<file path="config.mk">
export PLATFORM = sky130hd
export DESIGN_NAME = mips32_prog_loader
export DESIGN_NICKNAME = d
export VERILOG_FILES = /design/src/rtl/mips32_prog_loader.sv
export SDC_FILE = /design/constraint.sdc
export NUM_CORES = 1
export LEC_CHECK = 0
export ABC_AREA = 1
export BUFFER_PORTS_ARGS = -buffer_cell sky130_fd_sc_hd__buf_4
export CAP_MARGIN = 20
export CORE_ASPECT_RATIO = 1.2
export CORE_MARGIN = 2
export CORE_UTILIZATION = 55
export CTS_CLUSTER_DIAMETER = 100
export DETAILED_ROUTE_END_ITERATION = 12
export MAX_ROUTING_LAYER = met4
export PLACE_DENSITY = 0.83
export SLEW_MARGIN = 10
export SYNTH_ARGS = -nofsm -noshare
export SYNTH_HDL_FRONTEND = slang
export SYNTH_SLANG_ARGS = --single-unit
</file>
<file path="constraint.sdc">
create_clock -name clk1 -period 2.9 [get_ports clk1]
set_input_delay 0.435 -clock clk1 [delete_from_list [all_inputs] [get_ports clk1]]
set_output_delay 0.435 -clock clk1 [all_outputs]
set_load 0.03 [all_outputs]
</file>
<file path="src/rtl/mips32_prog_loader.sv">
// Program-image loader for the pipelined MIPS32 core.
// Takes a framed word stream (header, N data words, checksum), writes the
// data into core memory through a dedicated write port, and keeps the core
// halted until the image is complete and its checksum matches.
module mips32_prog_loader #(
  parameter int ADDR_W = 10,
  parameter int CNT_W  = 16
) (
  input  logic              clk1,
  input  logic              rst,
  input  logic              load_req,
  input  logic              in_valid,
  output logic              in_ready,
  input  logic [31:0]       in_data,
  input  logic              in_last,
  output logic              mem_we,
  output logic [ADDR_W-1:0] mem_addr,
  output logic [31:0]       mem_wdata,
  output logic              cpu_hold,
  output logic              cpu_start,
  output logic [31:0]       pc_init,
  output logic              busy,
  output logic              done,
  output logic              err,
  output logic [1:0]        err_code
);

  typedef enum logic [2:0] {
    S_IDLE, S_HDR, S_DATA, S_CHK, S_START, S_DONE, S_ERR
  } state_t;

  localparam logic [CNT_W+1:0] DEPTH = (CNT_W+2)'(1) << ADDR_W;

  state_t           state, state_nxt;
  logic [1:0]       code_nxt;
  logic             rdy_nxt, hold_nxt, start_nxt, busy_nxt, done_nxt, err_nxt;

  logic [CNT_W-1:0] base_q, n_q;
  logic [CNT_W:0]   cnt_q;
  logic [31:0]      sum_q;

  logic             xfer, start_load, hdr_bad, last_data;
  logic [CNT_W-1:0] hdr_n, hdr_base;
  logic [CNT_W+1:0] hdr_end;
  logic [CNT_W:0]   cnt_inc;

  assign xfer       = in_valid & in_ready;
  assign start_load = load_req & (state == S_IDLE || state == S_DONE || state == S_ERR);
  assign hdr_n      = in_data[31:16];
  assign hdr_base   = in_data[15:0];
  // End address is formed two bits wider than the fields so it can never wrap.
  assign hdr_end    = {2'b00, hdr_base} + {2'b00, hdr_n};
  assign hdr_bad    = (hdr_n == '0) | (hdr_end > DEPTH);
  assign cnt_inc    = cnt_q + 1'b1;
  assign last_data  = (cnt_inc == {1'b0, n_q});

  // State and status outputs; status is registered from the next-state decode.
  always_ff @(posedge clk1) begin
    if (rst) begin
      state     <= S_IDLE;
      err_code  <= 2'd0;
      in_ready  <= 1'b0;
      cpu_hold  <= 1'b1;
      cpu_start <= 1'b0;
      busy      <= 1'b0;
      done      <= 1'b0;
      err       <= 1'b0;
    end else begin
      state     <= state_nxt;
      err_code  <= code_nxt;
      in_ready  <= rdy_nxt;
      cpu_hold  <= hold_nxt;
      cpu_start <= start_nxt;
      busy      <= busy_nxt;
      done      <= done_nxt;
      err       <= err_nxt;
    end
  end

  // Frame sequencing and error classification.
  always_comb begin
    state_nxt = state;
    code_nxt  = err_code;
    if (start_load) begin
      state_nxt = S_HDR;
      code_nxt  = 2'd0;
    end else begin
      case (state)
        S_HDR: if (xfer) begin
          // A bad header outranks a misplaced in_last.
          if (hdr_bad)      begin state_nxt = S_ERR; code_nxt = 2'd1; end
          else if (in_last) begin state_nxt = S_ERR; code_nxt = 2'd2; end
          else                    state_nxt = S_DATA;
        end
        S_DATA: if (xfer) begin
          if (in_last)        begin state_nxt = S_ERR; code_nxt = 2'd2; end
          else if (last_data)       state_nxt = S_CHK;
        end
        S_CHK: if (xfer) begin
          if (!in_last)              begin state_nxt = S_ERR; code_nxt = 2'd2; end
          else if (in_data != sum_q) begin state_nxt = S_ERR; code_nxt = 2'd3; end
          else                             state_nxt = S_START;
        end
        S_START: state_nxt = S_DONE;
        default: state_nxt = state;
      endcase
    end
  end

  // Status for the coming cycle, decoded from the next state.
  always_comb begin
    rdy_nxt   = (state_nxt == S_HDR) || (state_nxt == S_DATA) || (state_nxt == S_CHK);
    busy_nxt  = rdy_nxt;
    hold_nxt  = !((state_nxt == S_START) || (state_nxt == S_DONE));
    start_nxt = (state_nxt == S_START);
    done_nxt  = (state_nxt == S_START) || (state_nxt == S_DONE);
    err_nxt   = (state_nxt == S_ERR);
  end

  // Datapath: header latch, word counter, running checksum, write port, start PC.
  always_ff @(posedge clk1) begin
    if (rst) begin
      base_q    <= '0;
      n_q       <= '0;
      cnt_q     <= '0;
      sum_q     <= '0;
      mem_we    <= 1'b0;
      mem_addr  <= '0;
      mem_wdata <= '0;
      pc_init   <= '0;
    end else begin
      mem_we <= 1'b0;
      if (start_load) sum_q <= '0;
      case (state)
        S_HDR: if (xfer && !hdr_bad && !in_last) begin
          base_q <= hdr_base;
          n_q    <= hdr_n;
          cnt_q  <= '0;
        end
        S_DATA: if (xfer) begin
          // The word carrying a stray in_last is still written.
          mem_we    <= 1'b1;
          mem_addr  <= base_q[ADDR_W-1:0] + cnt_q[ADDR_W-1:0];
          mem_wdata <= in_data;
          sum_q     <= sum_q + in_data;
          cnt_q     <= cnt_inc;
        end
        S_CHK: if (xfer && in_last && (in_data == sum_q))
          pc_init <= {{(32-CNT_W){1'b0}}, base_q};
        default: ;
      endcase
    end
  end

endmodule

</file>
# Word-level counts from Yosys, hierarchy flattened
# Cells that the tools add are included.
[word_totals] reg_bits=150 inputBits=37 out_inout_bits=83 elab_cells=93
[op_classes] add_sub_neg=4 n_lt_le_gt_ge=1 n_eq_ne=20 mux=26 bitwise=4 reduce_logical=23
[ops] op="two-way mux 32 bit" n=3
[ops] op="two-way mux 17 bit" n=2
[ops] op="one-hot mux 17 bit (2 select lines)" n=1
[ops] op="adder 32 bit" n=1
[ops] op="== test 32 bit" n=1
[ops] op="inequality test 32 bit" n=1
[ops] op="two-way mux 3 bit" n=8
[ops] op="== test 3 bit, second input constant" n=6
[ops] op="two-way mux 2 bit" n=9
[ops] op="adder 16 x 16 -> 17 bit" n=1
[ops] op="adder 17 x 1 -> 17 bit, second input constant" n=1
[ops] op="== test 17 x 16 -> 1 bit" n=1
[ops] op="greater-than comparator 17 x 11 -> 1 bit, second input constant" n=1
[ops] op="logical NOT 16 bit" n=1
[ops] op="== test 3 x 2 -> 1 bit, second input constant" n=4
[ops] op="one-hot mux 3 bit (4 select lines)" n=1
[ops] op="adder 10 bit" n=1
[ops] op="inequality test 2 bit, second input constant" n=4
[ops] op="== test 3 x 1 -> 1 bit, second input constant" n=2
[ops] op="one-hot mux 2 bit (3 select lines)" n=1
[ops] op="AND reduction 2 bit" n=3
[ops] op="logical OR 1 bit" n=5
[ops] op="AND reduction 5 bit" n=1
[ops] op="logical AND 1 bit" n=4
[ops] op="other kinds (11)" n=15

# Longest topological paths before layout
# Gate-level depths: netlist of run 1.
[depth] ltp_word=10 mapped_depth=21 mapped_depth_nobuf=21

# Worst setup path before layout of run 1
# Ideal clock, no wire load.
[synth_path] kind="input -> register" start="input in_data[0]" end="register base_q[12]" setup_time_ns=0.120 arrival_ns=2.496 required_time_ns=2.780 path_slack_ns=0.284 path_stages=15 n_path_buf=1 path_cell_list="ha_1 > fa_1 > nand3_1 > nand2_1 > nand2_1 > nand2_2 > nand2_2 > nor2_1 > nor2_1 > nand2_1 > nor2_2 > nand4_2 > nor3_4 > buf_4 > a21oi_1"
[synth_via] elab_chain_cells=7
[synth_rtl] element="start, declared" line="14" rtl="input logic [31:0] in_data,"
[synth_rtl] element="adder 16 x 16 -> 17 bit" line="52" rtl="assign hdr_end = {2'b00, hdr_base} + {2'b00, hdr_n};"
[synth_rtl] element="greater-than comparator 17 x 11 -> 1 bit" line="53" rtl="assign hdr_bad = (hdr_n == '0) | (hdr_end > DEPTH);"
[synth_rtl] element="OR 1 bit" line="53"
[synth_rtl] element="logical NOT 1 bit" line="135" rtl="S_HDR: if (xfer && !hdr_bad && !in_last) begin"
[synth_rtl] element="logical AND 1 bit (2 in series)" line="135"
[synth_rtl] element="AND reduction 2 bit (no source line)"
[synth_rtl] element="end signal, assigned" line="136" rtl="base_q <= hdr_base;"
[synth_rtl] element="end, declared" line="38" rtl="logic [CNT_W-1:0] base_q, n_q;"
# No other way between the ends.
# A chain may end at the register's enable or synchronous reset.

# Worst setup path after layout of run 1
[layout_path] start="register sum_q[0]" end="register sum_q[26]"
[layout_via] elab_chain_cells=3
[layout_rtl] element="start, declared" line="40" rtl="logic [31:0] sum_q;"
[layout_rtl] element="start signal, assigned" line="145" rtl="sum_q <= sum_q + in_data;"
[layout_rtl] element="adder 32 bit" line="145"
[layout_rtl] element="two-way mux 32 bit" line="140" rtl="S_DATA: if (xfer) begin"
[layout_rtl] element="two-way mux 32 bit" line="134" rtl="case (state)"
# No other way between the ends.

==> key figures, run 1 <==
Detailed routing
  • Initial drt markers: 923
  • Vias per inst: 5.54
  • Drt total wl: 28400 µm
  • Routed via count: 9945
  • Wire per inst: 15.8 µm
  • Final ANT Viol Nets: 0
  • Drt pass-1 iters: 6
  • # DRC: 0

Placement
  • Inst Count DP: around 1800
  • Port bufs: 103
  • Placed Area: approximately 11000 µm²
  • DP HPWL: 21600 µm
  • Gpl congestion: between 1 and 1.5

Pwr
  • Switching part of the total: 0.313
  • Peak supply drop: 0.000422 V
  • Clock share of power: 0.410
  • Switch Pwr: 1.85 mW
  • Logic pwr share: 0.207
  • Pint: 4.07 mW
  • Sequential Power Share: 0.382
  • Power Density: between 500 and 600 nW/µm²
  • Lkg Pwr: 5.87 nW

Finish
  • Layout cells sized above 1: 0.146
  • Synth-to-Final Area Change: 19.4%
  • # diodes: 0
  • # nets final: 1664
  • Final instance area: 11400 µm²
  • Fin cells: 1796

Clocking
  • CTS tree: yes
  • Number of buffers created by CTS: 17
  • Clk Latency, worst-skew pair: about 0.43 ns
  • Root buffer cell: clkbuf_16
  • Clk buf depth: 2
  • Number of H-tree levels: 4
  • Post-CTS Setup Bufs: 0
  • Clk sinks: 150
  • Clk slew on worst S/H paths: 0.06 ns
  • Hold_buf cts: 0
  • Resize count post-CTS: 0

Timing
  • RSZ-0062 raised after global routing: no
  • Fmax: 378 MHz
  • Final hold viol count: 0
  • Setup-failing EPs final: 0
  • Worst Skew: 0.00606 ns
  • Period minus WS final: 2.64 ns
  • Fin. max-slew vios: 0
  • Setup TNS: 0 ns
  • Worst hold margin: 0.317 ns
  • Period utilization: 0.911

Yosys
  • EDFF count, synth: 0
  • Ys async rst share: 0
  • Avg Inst Size Synth: about 6.6 µm²
  • Post-synthesis instance area: 9560 µm²
  • Top_reg_cell synth: dfxtp_1
  • Post-synthesis cell type count: 47
  • #FFs+latches synth: 150
  • Warnings from Yosys: 0
  • Mapped Cells: 1448
  • Sequential area share after synthesis: 0.314

Hold path
  • HP Class: input port to register
  • HP Start: in_data[11]
  • Hold path cells: 3
  • Hold Path End: base_q[11]

Critical path
  • WP data required: 3.28 ns
  • CP arrival: 3.03 ns
  • Reg2Reg Launch Point: sum_q[0]
  • Crit-path max FO: 3
  • CP Class: register to register
  • Reg2reg path depth: 17
  • FF-to-FF End: sum_q[26]
  • Kind of end point of the critical path: register
  • CP Launch Type: register
  • FF-to-FF setup slack: 0.26 ns

Floorplanning
  • DIE AREA: 18500 µm²
  • Core Area: 16900 µm²
  • Io pins: 120
  • Die width: 124 µm
  • Initial Utilization: 0.565
  • Cell row count: 52
  • Die span in y: 148 µm

GRT
  • Largest net degree at the start of global routing: between 100 and 150
  • First-pass GRT wire length: 45500 µm
  • Grt ovf: 0
  • GRT Resource Usage Total: 0.315
  • Vias in the first global route: 9183
  • Initial antenna violation count: 0

Run status
  • Status: finished clean

Flow run
  • Max-Cap Viols: 0
[critical path, cell delays in order (launching register included)]
cell	delay (ns)
dfxtp_1	0.33
ha_1	0.17
inv_1	0.06
fa_1	0.38
inv_1	0.07
nand2_1	0.05
a21oi_1	0.20
a21oi_1	0.14
o21ai_1	0.21
buf_4	0.16
nand3_1	0.09
nand2_1	0.16
nand4_1	0.13
nand3_1	0.18
a21oi_1	0.08
o21ai_0	0.08
nand2_1	0.06
inv_1	0.05
[through the flow]
| stage | util | total power, mW | worst slack (ns) |
|---|---|---|---|
| 2_1_floorplan | - | 3.15 | 0.284 |
| 3_3_place_gp | 0.637 | 3.47 | -0.00399 |
| 3_5_place_dp | 0.637 | 3.50 | -0.0777 |
| 4_1_cts | 0.675 | 5.92 | 0.312 |
| 5_1_grt | 0.675 | 6.17 | 0.00366 |
| 6_report | 0.675 | 5.92 | 0.258 |
[registers in the layout, indices dropped and copies added (netlist names)]
name,cells
state,3
mem_addr,10
err,1
mem_wdata,32
sum_q,32
cnt_q,17
base_q,16
cpu_start,1
pc_init,16
busy,1
cpu_hold,1
err_code,2
n_q,16
done,1
mem_we,1
[Yosys cell counts (2+ instances only)]
cell type / instances / area (µm²)
nand2_1: 307 / 1150
inv_1: 227 / 852
dfxtp_1: 150 / 3000
nor2_1: 126 / 473
o21ai_0: 118 / 591
a21oi_1: 110 / 551
nand3_1: 91 / 455
ha_1: 57 / 713
clkbuf_1: 39 / 146
o21ai_1: 33 / 165
a21oi_2: 22 / 193
buf_4: 20 / 150
nor3_1: 17 / 85.1
nand4_1: 16 / 100
xor2_1: 16 / 140
a31oi_1: 11 / 68.8
xnor2_1: 10 / 87.6
or2_2: 9 / 56.3
nand3b_1: 7 / 52.6
nor4_1: 6 / 37.5
inv_2: 5 / 18.8
o21bai_1: 5 / 37.5
a21o_1: 4 / 30.0
a32o_1: 4 / 40.0
o21a_1: 4 / 30.0
a21boi_0: 3 / 22.5
buf_6: 3 / 33.8
fa_1: 3 / 60.1
nor2_2: 3 / 18.8
a221oi_1: 2 / 17.5
buf_2: 2 / 10.0
nand2_2: 2 / 12.5
nand3_2: 2 / 20.0
[final cells by class]
cell class / count / area, µm²
Fill cell: 1501 / 5500
Multi-Input combinational cell: 1016 / 5400
Sequential cell: 150 / 3000
Timing Repair Buffer: 150 / 1230
Inverter: 232 / 871
Clock buffer: 19 / 453
Tap cell: 216 / 270
Clock inverter: 13 / 193
[worst max path at each step]
stage	startpoint	to	cells after the start
final	sum_q[0]	sum_q[26]	17
after global routing	sum_q[0]	sum_q[24]	16
after CTS	cnt_q[0]	cpu_start	16
after detailed placement	in_data[0]	base_q[12]	18
after global placement	in_data[0]	base_q[10]	18
after floorplan	in_data[0]	base_q[12]	15
[per-layer routing]
metal | vias to the layer above | GRT usage | part of all wire
met5 | - | - | 0
li1 | 4904 | - | -
met3 | 88 | 0.0414 | 0.062
met2 | 382 | 0.538 | 0.50
met4 | 0 | 0.161 | 0.046
met1 | 4571 | 0.364 | 0.40
[cell families (layout without fill, tap and decap cells)]
kind of cell | after synthesis | after routing | share of synthesized area
adder cells (fa/ha/maj) | 60 | 60 | 0.0809
flip-flops | 150 | 150 | 0.314
other | 1 | 16 | 0.000392
XOR/XNOR | 27 | 27 | 0.0262
AND/OR/NAND/NOR | 591 | 591 | 0.264
buffers and inverters | 297 | 414 | 0.127
AO/OA/AOI/OAI | 322 | 322 | 0.188
[power by group through the flow]
| stage | Sequential (mW) | Clock (mW) | Combinational (mW) |
|---|---|---|---|
| after CTS | 2.26 | 2.45 | 1.21 |
| after global placement | 2.30 | 0 | 1.17 |
| after floorplan | 2.29 | 0 | 0.855 |
| after detailed placement | 2.30 | 0 | 1.19 |
| after global routing | 2.27 | 2.53 | 1.37 |
| final | 2.26 | 2.43 | 1.23 |
[cell usage in the layout (no fill, tap or decap), types with 4 or more instances in the layout]
master	instances
buf_4	142
o21ai_1	33
or2_2	9
xnor2_1	10
nand3_1	91
nand2_1	307
inv_2	6
buf_12	8
xor2_1	16
nor2_2	4
clkbuf_16	17
o21bai_1	5
inv_1	226
dfxtp_1	150
a32o_1	4
nor2_1	125
a21oi_2	22
conb_1	16
bufinv_16	4
ha_1	57
a31oi_1	11
o21ai_0	118
nor3_1	17
o21a_1	4
nand4_1	16
nor4_1	6
a21o_1	4
a21oi_1	110
nand3b_1	7
Note: power is estimated with default switching activity, not from simulation.
==> inputs of run 2 (changes only) <==
ABC_AREA = 0   (was 1)
PLACE_DENSITY = 0.84   (was 0.83)
==> run 2 against run 1 <==
- the flow now finishes with violations (negative setup slack)
- utilization is 7.1 points higher
- via count is 0.42% higher
- register-to-register slack worse by 0.20 ns
- non-clock buffer count is 114 higher
- combinational power is 29% lower
- setup slack worse by 0.55 ns
- largest power group unchanged
- critical path depth is 5 lower
- sequential share of layout area is 1.5 points lower
- global-route usage is 2.7 points higher
- sequential power is 8% lower
- wire length is 9.6% higher
- area after synthesis is 4.8% lower
==> key figures, run 2 <==
Yosys
  • Post-synthesis instance area: ~9000 µm²
  • Sequential area share after synthesis: 0.330
  • EDFF count, synth: 0
  • #FFs+latches synth: 150
  • Post-synth top area cell: dfxtp_1
  • Top cells by count, synth: 175 x a21oi_1, 150 x dfxtp_1, 135 x nand2_1
  • Avg Inst Size Synth: 7.73 µm²
  • Mapped Cells: 1177
  • Most frequent cell after synthesis: a21oi_1
  • Post-synthesis cell type count: 65
  • Top_reg_cell synth: dfxtp_1
  • Synth top area share: 0.330
  • Most area-consuming cells after synthesis: dfxtp_1 33%, a21oi_1 9.6%, ha_1 7.8%
  • Ys async rst share: 0
  • Warnings from Yosys: 0

Pwr
  • Peak supply drop: 0.000387 V
  • Power, Total: roughly 5.4 mW
  • Lkg Pwr: just over 5 nW
  • Power Density: 448 nW/µm²

Run status
  • Status: complete, but fails checks
  • Failing checks: negative setup slack

Floorplanning
  • Die width: 121 µm
  • Core Area: 16200 µm²
  • DIE AREA: between 15000 and 20000 µm²
  • Die span in y: 145 µm
  • Initial Utilization: 0.561
  • Io pins: 120
  • Cell row count: 51

Clocking
  • Number of H-tree levels: 4
  • Clk buf depth: 2
  • Clk sinks: 150
  • Hold_buf cts: 0
  • Clk slew on worst S/H paths: 0.06 ns
  • Clk Latency, worst-skew pair: 0.43 ns
  • Root buffer cell: clkbuf_16
  • Number of buffers created by CTS: 17
  • CTS tree: yes

Hold path
  • HP Start: in_data[16]
  • Hold Path End: mem_wdata[16]
  • HP Class: input port to register
  • Hold path cells: 4

Timing
  • Final hold viol count: 0
  • Worst hold margin: 0.420 ns
  • Period minus WS final: 3.19 ns
  • RSZ-0062 raised after global routing: yes
  • Slew headroom: 0.470
  • Period utilization: 1.10
  • Fmax: 313 MHz
  • Setup-failing EPs final: 53
  • Slew @ Worst Pin: 0.795 ns
  • Fin. max-slew vios: 0
  • Worst Skew: 0.0125 ns
  • Final setup margin: -0.291 ns

Critical path
  • WP data required: 3.18 ns
  • Crit-path max FO: 5
  • CP arrival: 3.47 ns
  • Kind of end point of the critical path: register
  • FF-to-FF End: busy
  • CP Launch Type: input port
  • CP Class: input port to register
  • FF-to-FF setup slack: 0.06 ns
  • Reg2reg path depth: 10
  • Reg2Reg Launch Point: state[1]

Detailed routing
  • Drt total wl: 31200 µm
  • Final ANT Viol Nets: 0
  • Initial drt markers: 1126
  • Routed via count: around 10000
  • Vias per inst: 6.18
  • # DRC: 0
  • Wire per inst: 19.3 µm
  • Drt pass-1 iters: 7

Finish
  • Layout cells sized above 1: 0.252
  • Synth-to-Final Area Change: 32.9%
  • Final core occ: 0.746
  • Most common cell after layout, fill and taps aside: buf_4
  • # diodes: 0
  • # nets final: 1489
  • Filler instances: 1156
  • Top Registers: mem_wdata: 32 flops, sum_q: 32 flops, cnt_q: 17 flops
  • Most frequent cells in the layout: 252 x buf_4, 170 x a21oi_1, 149 x dfxtp_1

GRT
  • First-pass GRT wire length: 46900 µm
  • Grt ovf: 0
  • Vias in the first global route: 9495
  • Initial antenna violation count: 0
  • GRT Resource Usage Total: 0.342
  • Largest net degree at the start of global routing: 72

Placement
  • Port bufs: 103
  • Gpl congestion: 0.948
  • DP HPWL: 21400 µm

Flow run
  • Max-Cap Viols: 0
-- run 2: critical path, cell delays in order --
cell and delay (ns):
buf_4 0.12, ha_1 0.30, a21o_1 0.20, a311o_1 0.38
o21a_1 0.18, o311a_1 0.36, nor4_4 0.33, nand3_2 0.18
o41a_1 0.47, buf_6 0.20, o31ai_4 0.22, a21oi_1 0.10
-- run 2: power by group --
| part | leakage [nW] | total [mW] | internal [mW] | switching (mW) |
|---|---|---|---|---|
| combinational | 3.65 | 0.870 | 0.361 | 0.509 |
| clock | 0.313 | 2.46 | 1.55 | 0.915 |
| sequential | 1.21 | 2.09 | 2.07 | 0.0121 |
-- run 2: metal layers --
layer | vias up | GRT usage | wire length [µm]
li1 | 4626 | - | -
met1 | 4672 | 0.397 | 11600
met2 | 530 | 0.556 | 15100
met3 | 159 | 0.0476 | 2310
met4 | 0 | 0.202 | 2200
met5 | - | - | 0
-- run 2: layout make-up --
cell class / instances / area (µm²) / share of cell area
multi-input cells: 932 / 5990 / 0.495
inverters: 27 / 101 / 0.00838
well taps: 212 / 265 / 0.0219
repair buffers: 264 / 2090 / 0.173
flip-flops and latches: 150 / 3000 / 0.248
clock buffers: 19 / 443 / 0.0366
clock inverters: 12 / 203 / 0.0168
-- run 2: kinds of logic (layout without fill, tap and decap cells) --
logic type	after synthesis	count (layout)	synth area share
buf+inv	110	322	0.0533
flops	150	150	0.330
fa+ha+maj	60	60	0.0850
xor+xnor	63	63	0.0606
simple gates	410	410	0.215
compound gates	362	362	0.232
other cells	1	16	0.000412
mux	21	21	0.0232
-- run 2: worst max path at each step --
stage,start,to,cells after the start
5_1_grt,in_data[0],cnt_q[10],13
3_3_place_gp,in_data[0],cnt_q[3],12
6_report,in_data[9],cnt_q[11],12
4_1_cts,in_data[0],cnt_q[3],12
2_1_floorplan,in_data[0],cnt_q[3],11
3_5_place_dp,in_data[0],cnt_q[1],14
-- run 2: repair_timing --
| item | 4_1_cts | 5_1_grt |
|---|---|---|
| buffers inserted | 1 | 5 |
| setup endpoints to repair | 55 | 58 |
| gates resized for setup | 20 | 35 |
| gates cloned | 0 | 3 |
| pin swaps | 17 | 34 |
-- run 2: stage by stage --
step	setup slack, ns	area [µm²]	TNS (ns)	instances
5_1_grt	-0.368	12100	-13.15	1616
6_report	-0.291	12100	-8.56	1616
3_3_place_gp	-0.726	11100	-34.16	1577
3_5_place_dp	-0.784	11100	-38.87	1577
2_1_floorplan	-0.303	9220	-13.61	1192
4_1_cts	-0.297	11800	-9.84	1609
==> inputs of run 3 (changes only) <==
BUFFER_PORTS_ARGS = unset   (was -buffer_cell sky130_fd_sc_hd__buf_4)
DONT_BUFFER_PORTS = 1   (was unset)
PLACE_DENSITY = 0.77   (was 0.84)
==> run 3 against run 2 <==
- the flow still finishes with violations (negative setup slack)
- via count fell by 11%
- cell area fell by 11%
- count of clock-buffer cells in the layout rose by 1
- clock power fell by 13%
- wire length fell by 11%
- total power fell by 10%
- die area did not move
- non-clock buffer count fell by 171
- sequential share of layout area rose by 3.0 points
- critical path type unchanged
- critical endpoint is now n_q[14]
- largest power group unchanged
==> key figures, run 3 (synthesis results as in run 2) <==
Finish
  • Synth-to-Final Area Change: 18.5%
  • # nets final: 1318
  • Multi-input logic area: just over 6000 µm²
  • Layout cells sized above 1: 0.156
  • Register area: 3000 µm²
  • Top Registers: mem_wdata: 32 flops, sum_q: 32 flops, cnt_q: 17 flops
  • Most frequent cells in the layout: 159 x a21oi_1, 150 x dfxtp_1, 135 x nand2_1
  • Final core occ: 0.665
  • # diodes: 0
  • Filler instances: between 1000 and 1500
  • Most common cell after layout, fill and taps aside: a21oi_1

GRT
  • First-pass GRT wire length: 42400 µm
  • Initial antenna violation count: 0
  • Largest net degree at the start of global routing: 117
  • Vias in the first global route: about 8400
  • GRT Resource Usage Total: 0.311
  • Grt ovf: 0

Critical path
  • Worst path top cell family by delay: compound AO/OA/AOI/OAI gates
  • WP data required: roughly 3.2 ns
  • Worst setup startpoint: in_data[0]
  • CP Class: input port to register
  • Reg2Reg Launch Point: sum_q[0]
  • FF-to-FF setup slack: ~0.14 ns
  • FF-to-FF End: sum_q[30]
  • Worst path max stage delay: ~0.43 ns
  • CP Launch Type: input port
  • CP arrival: 3.35 ns
  • Worst Path Buf+Inv: 1
  • Crit-path slowest cell: o21ai_0
  • Critical path, cell by cell: ha_4 -> fa_2 -> a211oi_4 -> o21ai_2 -> a31oi_2 -> mux2_4 -> nor4_4 -> and3_1 -> nand4_1 -> buf_4 -> o21ai_0 -> a21oi_2
  • Reg2reg path depth: 14
  • Kind of end point of the critical path: register
  • Crit-path max FO: 23
  • Levels on crit path: 12
  • Endpoint of the most critical setup path: n_q[14]

Detailed routing
  • # DRC: 0
  • Wire per inst: about 19 µm
  • Routed via count: 8902
  • Drt total wl: 27700 µm
  • Vias per inst: 6.16
  • Initial drt markers: 801
  • Drt pass-1 iters: 5
  • Final ANT Viol Nets: 0

Pwr
  • Logic pwr share: 0.133
  • Peak supply drop: 0.000336 V
  • Switch Pwr: 1.30 mW
  • Sequential Power Share: 0.429
  • Lkg Pwr: 4.25 nW
  • Switching part of the total: 0.267
  • Clock share of power: 0.438
  • Power Density: ~450 nW/µm²
  • Pint: 3.57 mW
  • Power, Total: 4.87 mW

Timing
  • Slew headroom: 0.507
  • Worst Skew: 0.00924 ns
  • Final hold viol count: 0
  • Fin. max-slew vios: 0
  • Setup-failing EPs final: 40
  • Slew @ Worst Pin: about 0.74 ns
  • Final setup margin: -0.151 ns
  • Period utilization: 1.05
  • Fmax: roughly 330 MHz
  • RSZ-0062 raised after global routing: yes
  • Period minus WS final: 3.05 ns

Clocking
  • Number of buffers created by CTS: 17
  • Root buffer cell: clkbuf_16
  • Clk slew on worst S/H paths: 0.06 ns
  • Clk sinks: 150
  • CTS tree: yes
  • Clk Latency, worst-skew pair: 0.43 ns
  • Clk buf depth: 2
  • Number of H-tree levels: 4

Floorplanning
  • Die width: about 120 µm
  • Io pins: 120
  • Core Area: between 15000 and 20000 µm²
  • Cell row count: 51
  • DIE AREA: 17600 µm²
  • Die span in y: 145 µm
  • Initial Utilization: 0.561

Run status
  • Failing checks: negative setup slack
  • Status: complete, but fails checks

Hold path
  • HP Class: input port to register

Flow run
  • Max-Cap Viols: 0

Placement
  • Port bufs: 0
  • DP HPWL: 19500 µm
  • Gpl congestion: 0.964
run 3: layer usage:
layer  share of wire  track usage  wire (µm)
met1            0.39        0.357      10700
met2            0.50        0.511      13700
met3           0.073       0.0770       2020
met4           0.043        0.136       1190
met5               0            -          0
run 3: cell type report:
cell class	instances	area share
multi-input cells	932	0.561
inverters	27	0.00940
flip-flops and latches	150	0.278
well taps	212	0.0246
clock buffers	20	0.0424
repair buffers	93	0.0747
clock inverters	11	0.00951
run 3: worst min-delay path by stage:
| stage | start | endpoint | depth (start not counted) |
|---|---|---|---|
| finish | rst | base_q[15] | 1 |
| global route | rst | base_q[15] | 1 |
| CTS | rst | mem_wdata[3] | 1 |
| detailed placement | sum_q[0] | sum_q[0] | 2 |
| global placement | sum_q[0] | sum_q[0] | 2 |
| floorplan | sum_q[0] | sum_q[0] | 2 |
run 3: worst reg2reg max path: cells and delay by family, from the launching register on:
family	cells	cell delay (ns)
adders and majority gates	2	0.53
DFF	1	0.34
AOI/OAI and AO/OA	5	0.75
buffers and inverters	3	0.37
and+or+nand+nor	4	0.66
run 3: what timing repair did:
action / in CTS / in global routing
hold buffers: 0 / 0
endpoints found under the setup margin: 51 / 57
resized for setup: 5 / 60
buffers inserted: 1 / 3
cloned: 0 / 2
pin swaps: 8 / 24
run 3: power groups by stage:
stage,clock network [mW],registers [mW],logic [mW]
floorplan,0,2.14,0.435
CTS,2.16,2.09,0.606
global placement,0,2.14,0.586
detailed placement,0,2.14,0.593
finish,2.13,2.09,0.649
global route,2.25,2.09,0.704
run 3: metrics by stage:
stage	instances	setup WS [ns]	hold WS, ns	area, µm²	setup TNS (ns)
finish	1445	-0.151	0.0724	10800	-1.95
global route	1445	-0.210	0.0681	10800	-6.27
CTS	1440	-0.0246	0.0733	10400	-0.112
detailed placement	1408	-0.521	0.453	9810	-25.06
floorplan	1192	-0.303	0.438	9220	-13.61
global placement	1408	-0.492	0.446	9810	-22.72
